--- config.mk ---
export PLATFORM = sky130hd
export DESIGN_NAME = divisor_restaurador_flat
export DESIGN_NICKNAME = d
export VERILOG_FILES = /design/src/rtl/divisor_restaurador_if.sv /design/src/rtl/divisor_restaurador.sv /design/src/flat_wrapper.sv
export SDC_FILE = /design/constraint.sdc
export NUM_CORES = 1
export LEC_CHECK = 0
export ABC_AREA = 0
export CAP_MARGIN = 20
export CELL_PAD_IN_SITES_DETAIL_PLACEMENT = 0
export CELL_PAD_IN_SITES_GLOBAL_PLACEMENT = 2
export CORE_AREA = 2 2 77 79
export CTS_CLUSTER_DIAMETER = 150
export DETAILED_ROUTE_END_ITERATION = 10
export DIE_AREA = 0 0 79 81
export MAX_ROUTING_LAYER = met4
export PLACE_DENSITY = 0.88
export SKIP_CTS_REPAIR_TIMING = 1
export SLEW_MARGIN = 20
export SYNTH_ARGS = -nofsm -noshare
export SYNTH_HDL_FRONTEND = slang
export SYNTH_SLANG_ARGS = --single-unit
--- constraint.sdc ---
create_clock -name clk -period 2.5 [get_ports clk]
set_input_delay 0.5 -clock clk [delete_from_list [all_inputs] [get_ports clk]]
set_output_delay 0.5 -clock clk [all_outputs]
set_load 0.1 [all_outputs]
--- src/rtl/divisor_restaurador_if.sv ---
// Handshake and operand/result bundle for the restoring divider.
// master drives the operands and init; slave is the divider itself.
interface divisor_restaurador_if #(
    parameter int N_DIVIDENDO = 8,
    parameter int M_DIVISOR   = 4
);
    logic                   init;
    logic [N_DIVIDENDO-1:0] dividendo;
    logic [M_DIVISOR-1:0]   divisor;
    logic [N_DIVIDENDO-1:0] cociente;
    logic [M_DIVISOR-1:0]   residuo;
    logic                   done;
    logic                   div_zero;

    modport master (
        output init, dividendo, divisor,
        input  cociente, residuo, done, div_zero
    );

    modport slave (
        input  init, dividendo, divisor,
        output cociente, residuo, done, div_zero
    );
endinterface

--- src/rtl/divisor_restaurador.sv ---
// Sequential restoring (shift-subtract) unsigned divider: N-bit dividend by M-bit divisor.
// Optional macro DIV_ZERO_DETECT_EN short-circuits a zero divisor and raises div_zero.
module divisor_restaurador #(
    parameter int N_DIVIDENDO = 8,
    parameter int M_DIVISOR   = 4
) (
    input  logic                  clk,
    input  logic                  rst,
    divisor_restaurador_if.slave  bus
);
    localparam int CNT_W = $clog2(N_DIVIDENDO + 1);

    typedef enum logic [1:0] {IDLE, SHIFT, SUB, DONE} state_t;

    state_t                 state_q, state_d;
    logic [N_DIVIDENDO-1:0] q_q, q_d;
    logic [M_DIVISOR:0]     a_q, a_d;
    logic [M_DIVISOR-1:0]   d_q, d_d;
    logic [CNT_W-1:0]       cnt_q, cnt_d;
    logic [N_DIVIDENDO-1:0] cociente_q, cociente_d;
    logic [M_DIVISOR-1:0]   residuo_q, residuo_d;
    logic                   done_q, done_d;
`ifdef DIV_ZERO_DETECT_EN
    logic                   div_zero_q, div_zero_d;
`endif

    always_comb begin
        state_d    = state_q;
        q_d        = q_q;
        a_d        = a_q;
        d_d        = d_q;
        cnt_d      = cnt_q;
        cociente_d = cociente_q;
        residuo_d  = residuo_q;
        done_d     = done_q;
`ifdef DIV_ZERO_DETECT_EN
        div_zero_d = div_zero_q;
`endif
        case (state_q)
            IDLE: begin
                if (bus.init) begin
                    q_d     = bus.dividendo;
                    d_d     = bus.divisor;
                    a_d     = '0;
                    cnt_d   = CNT_W'(N_DIVIDENDO);
                    done_d  = 1'b0;
                    state_d = SHIFT;
`ifdef DIV_ZERO_DETECT_EN
                    div_zero_d = 1'b0;
                    // Preload the result the full algorithm would produce and skip straight to DONE.
                    if (bus.divisor == '0) begin
                        q_d     = '1;
                        a_d     = {1'b0, bus.dividendo[M_DIVISOR-1:0]};
                        state_d = DONE;
                    end
`endif
                end
            end
            SHIFT: begin
                {a_d, q_d} = {a_q, q_q} << 1;
                state_d    = SUB;
            end
            SUB: begin
                if (a_q >= {1'b0, d_q}) begin
                    a_d    = a_q - {1'b0, d_q};
                    q_d[0] = 1'b1;
                end else begin
                    q_d[0] = 1'b0;
                end
                cnt_d   = cnt_q - CNT_W'(1);
                state_d = (cnt_q == CNT_W'(1)) ? DONE : SHIFT;
            end
            DONE: begin
                cociente_d = q_q;
                residuo_d  = a_q[M_DIVISOR-1:0];
                done_d     = 1'b1;
`ifdef DIV_ZERO_DETECT_EN
                div_zero_d = (d_q == '0);
`endif
                state_d    = IDLE;
            end
            default: state_d = IDLE;
        endcase
    end

    always_ff @(posedge clk or posedge rst) begin
        if (rst) begin
            state_q    <= IDLE;
            q_q        <= '0;
            a_q        <= '0;
            d_q        <= '0;
            cnt_q      <= '0;
            cociente_q <= '0;
            residuo_q  <= '0;
            done_q     <= 1'b0;
`ifdef DIV_ZERO_DETECT_EN
            div_zero_q <= 1'b0;
`endif
        end else begin
            state_q    <= state_d;
            q_q        <= q_d;
            a_q        <= a_d;
            d_q        <= d_d;
            cnt_q      <= cnt_d;
            cociente_q <= cociente_d;
            residuo_q  <= residuo_d;
            done_q     <= done_d;
`ifdef DIV_ZERO_DETECT_EN
            div_zero_q <= div_zero_d;
`endif
        end
    end

    assign bus.cociente = cociente_q;
    assign bus.residuo  = residuo_q;
    assign bus.done     = done_q;
`ifdef DIV_ZERO_DETECT_EN
    assign bus.div_zero = div_zero_q;
`else
    assign bus.div_zero = 1'b0;
`endif
endmodule

--- src/flat_wrapper.sv ---
// flat-port wrapper written by rule: the top's interface ports become plain ports
module divisor_restaurador_flat 
#(
    parameter int N_DIVIDENDO = 8,
    parameter int M_DIVISOR   = 4
)
  (clk, rst, bus_init, bus_dividendo, bus_divisor, bus_cociente, bus_residuo, bus_done, bus_div_zero);
  divisor_restaurador_if #(.N_DIVIDENDO(N_DIVIDENDO), .M_DIVISOR(M_DIVISOR)) bus_i ();
  input  logic clk;
  input  logic rst;
  input wire logic [$bits(bus_i.init)-1:0] bus_init;
  input wire logic [$bits(bus_i.dividendo)-1:0] bus_dividendo;
  input wire logic [$bits(bus_i.divisor)-1:0] bus_divisor;
  output wire logic [$bits(bus_i.cociente)-1:0] bus_cociente;
  output wire logic [$bits(bus_i.residuo)-1:0] bus_residuo;
  output wire logic [$bits(bus_i.done)-1:0] bus_done;
  output wire logic [$bits(bus_i.div_zero)-1:0] bus_div_zero;
  assign bus_i.init = bus_init;
  assign bus_i.dividendo = bus_dividendo;
  assign bus_i.divisor = bus_divisor;
  assign bus_cociente = bus_i.cociente;
  assign bus_residuo = bus_i.residuo;
  assign bus_done = bus_i.done;
  assign bus_div_zero = bus_i.div_zero;
  divisor_restaurador #(.N_DIVIDENDO(N_DIVIDENDO), .M_DIVISOR(M_DIVISOR)) u_core (.clk(clk), .rst(rst), .bus(bus_i));
endmodule
==> reports/summary.md <==
- **fin crit share** 77.55%
- **clock transition at the register clock pins on the worst setup and hold paths after CTS** 0.07 ns
- **Final TNS setup** 0 ns
- **Crit Path Category** flop to flop
- **type of the tightest min-delay check** flop to flop
- **peak per-stage delay on the critical path** 0.44 ns
- **Mapped Area** 0.001859 sq mm
- **Max Cap Violations** 0
- **Cell Chain, Critical Path** inv_1, ha_1, inv_1, fa_1, xor2_1, a22oi_1, nor2_1, mux2_4
- **syn avg cell area** 10.94 sq um
- **clk_lat worst skew** 0.30 ns
- **Remaining DRCs** 0
- **share of cells above drive strength 1** 24.51%
- **Initial Util** 32.76%
- **number of nets in the synthesized netlist** 196
- **proportion of synthesized chip area in sequential cells** 48.45%
- **clock skew after layout** 0.007129 ns
- **required arrival time at the worst endpoint** 2.68 ns
- **sequential cell area** 900.9 sq um
- **drt wl/cell** 13.43 um
- **dominant cell type by area after synthesis** sky130_fd_sc_hd__dfrtp_1
- **final weighted congestion in routability-driven placement** 0.7920
- **vias in the first global route** 1,325
- **Std-Cell Rows** 28
- **wire length of the first global-routing pass** 6555 um
- **Ys Warns** 0
- **buffer levels on the longest clock path** 2
- **top fanout value on the critical path** 4
- **startpoint of the lowest-slack hold path** u_core.d_q[1]$_DFFE_PP0P_
- **hold slack final** 0.5075 ns
- **drt initial violations** 43
- **clock root buffer** sky130_fd_sc_hd__clkbuf_8
- **antenna violations before repair** 0
- **worst setup path startpoint** u_core.a_q[0]$_DFFE_PP0P_
- **Syn Inst Count** 170
- **Critical R2R Launch** u_core.a_q[0]$_DFFE_PP0P_
- **Slew Viols, Final** 0
- **sum of routed wire length over all layers** 3746 um
- **area growth from synthesis to final layout** 22.41%
- **EDFF count, synth** 0
- **Core Box Area** 0.005675 sq mm
- **detailed-routing iteration count for the pre-antenna-repair pass** 5
- **startpoint class of the critical path** flop
- **setup-violating endpoint count in the final report** 0
- **clk sink count** 36
- **top_reg_cell synth** sky130_fd_sc_hd__dfrtp_1
- **via total after detailed routing** 1,329
- **vias per inst** 4.763
- **area of the multi-input gates** 880.8 sq um
- **share of synthesized flip-flops with an asynchronous set or reset** 100.0%
- **busiest metal layer after global routing** met2
- **IO buf count** 27
- **RSZ-0062 raised after global routing** no
- **GRT Overall Usage** 13.95%
- **Filler Cells Inserted** 560
- **data arrival time of the critical path** 2.12 ns
- **clock tree from TritonCTS** yes
- **synthesized flop and latch total** 36
- **cell with the largest stage delay on the worst path** sky130_fd_sc_hd__dfrtp_1
- **pin count of the biggest net entering global routing** 37
- **H-tree levels** 2
- **FMAX** 0.5158 GHz
- **met2 track demand over resource in global routing** 20.17%
- **met3 track utilization from global routing** 5.111%
- **antenna fix cells** 0
- **Final Hold Violating Endpoints** 0
- **library cells used by synthesis** 44
- **Detailed Place HPWL** 2738 um
- **# IOs** 29
- **horizontal die dimension** 79 um
- **top-area cell type share of the netlist area** 48.45%
- **die area** 0.006399 sq mm
- **most used cell along the critical path** sky130_fd_sc_hd__inv_1
- **global route total overflow** 0
- **M1 GR Usage** 18.17%
- **vertical die dimension** 81 um
- **shortest clock period the worst path allows after layout** 1.939 ns
- **capturing element type of the critical path** flop
- **antenna-violating nets left** 0
- **status** finished clean
- **ranking of synthesized cells by area** sky130_fd_sc_hd__dfrtp_1, sky130_fd_sc_hd__mux2_2, sky130_fd_sc_hd__ha_1
- **total clock buffers created by CTS** 5
- **net count of the finished layout** 229
==> routing by layer <==
layer | vias up | wire, um | share of wire, %
li1 | 659 | - | -
met1 | 635 | 1862 | 50
met2 | 31 | 1650 | 44
met3 | 4 | 206 | 5.5
met4 | 0 | 27 | 0.72
met5 | - | 0 | 0
==> per-stage QoR <==
| stage | std cells | setup WS [ns] | area [sq um] | utilization (%) |
|---|---|---|---|---|
| floorplan | 170 | 0.7102 | 1859 | - |
| global placement | 271 | 0.4793 | 2188 | 38.56 |
| detailed placement | 271 | 0.4592 | 2188 | 38.56 |
| CTS | 279 | 0.5578 | 2276 | 40.10 |
| global route | 279 | 0.4315 | 2276 | 40.10 |
| finish | 279 | 0.5613 | 2276 | 40.10 |
==> logic make-up after synthesis <==
family | count (synthesis) | share of synthesized area [%]
AND/OR/NAND/NOR | 50 | 13.12
flip-flops | 36 | 48.45
AO/OA/AOI/OAI | 33 | 12.25
multiplexers | 21 | 13.53
buffers and inverters | 17 | 4.172
adder cells (fa/ha/maj) | 11 | 7.806
other | 1 | 0.2017
XOR/XNOR | 1 | 0.4711
==> state kept, by name (all words and copies together), names as in the netlist <==
register             flops
u_core.cnt_q             4
u_core.bus.cociente      8
u_core.bus.done          1
u_core.bus.residuo       4
u_core.a_q               5
u_core.d_q               4
u_core.state_q           2
u_core.q_q               8
==> critical path: cells and delay by family (launching register included) <==
| kind | cells | cell delay (ns) |
|---|---|---|
| compound gates | 1 | 0.15 |
| xor+xnor | 1 | 0.17 |
| buf+inv | 2 | 0.15 |
| flops | 1 | 0.44 |
| mux | 1 | 0.26 |
| simple gates | 1 | 0.06 |
| fa+ha+maj | 2 | 0.60 |
==> placed cells by master (no fill, tap or decap), drive strengths merged, types with 2 or more instances in the layout <==
master,n
nand2,9
o21ai,7
nor2,26
buf,17
a21oi,5
dfrtp,36
clkbuf,5
ha,10
o22ai,6
nor2b,2
inv,12
clkinv,3
mux2,21
nor4bb,2
clkdlybuf4s50,14
a22oi,2
nand2b,2
nand3,2
a31oi,2
==> area by class of cell <==
class	count	share of cell area (%)
Inverter	12	1.979
Clock inverter	3	0.8246
Sequential cell	36	39.58
Timing Repair Buffer	31	11.76
Clock buffer	5	3.024
Tap cell	75	4.123
Multi-Input combinational cell	117	38.70
==> Yosys cell counts (4+ instances only) <==
master                     n
sky130_fd_sc_hd__dfrtp_1  36
sky130_fd_sc_hd__nor2_1   24
sky130_fd_sc_hd__mux2_2   17
sky130_fd_sc_hd__inv_1    12
sky130_fd_sc_hd__ha_1     10
sky130_fd_sc_hd__nand2_1   9
sky130_fd_sc_hd__o21ai_0   6
sky130_fd_sc_hd__o22ai_1   6
sky130_fd_sc_hd__a21oi_1   5
sky130_fd_sc_hd__mux2_4    4
==> final timing paths <==
check | endpoint | slack, ns | depth (start not counted)
worst max register to register | u_core.a_q[2]$_DFFE_PP0P_ | 0.56 | 8
worst min register to register | u_core.d_q[1]$_DFFE_PP0P_ | 0.51 | 1
worst min-delay path | u_core.d_q[1]$_DFFE_PP0P_ | 0.51 | 1
max in group asynchronous | u_core.d_q[1]$_DFFE_PP0P_ | 1.57 | 3
min in group asynchronous | u_core.bus.cociente[4]$_DFFE_PP0P_ | 0.61 | 3
worst max-delay path | u_core.a_q[2]$_DFFE_PP0P_ | 0.56 | 8
Power is not shown: default switching activity piles up to over one toggle a cycle in this logic, so the estimate is an artifact.
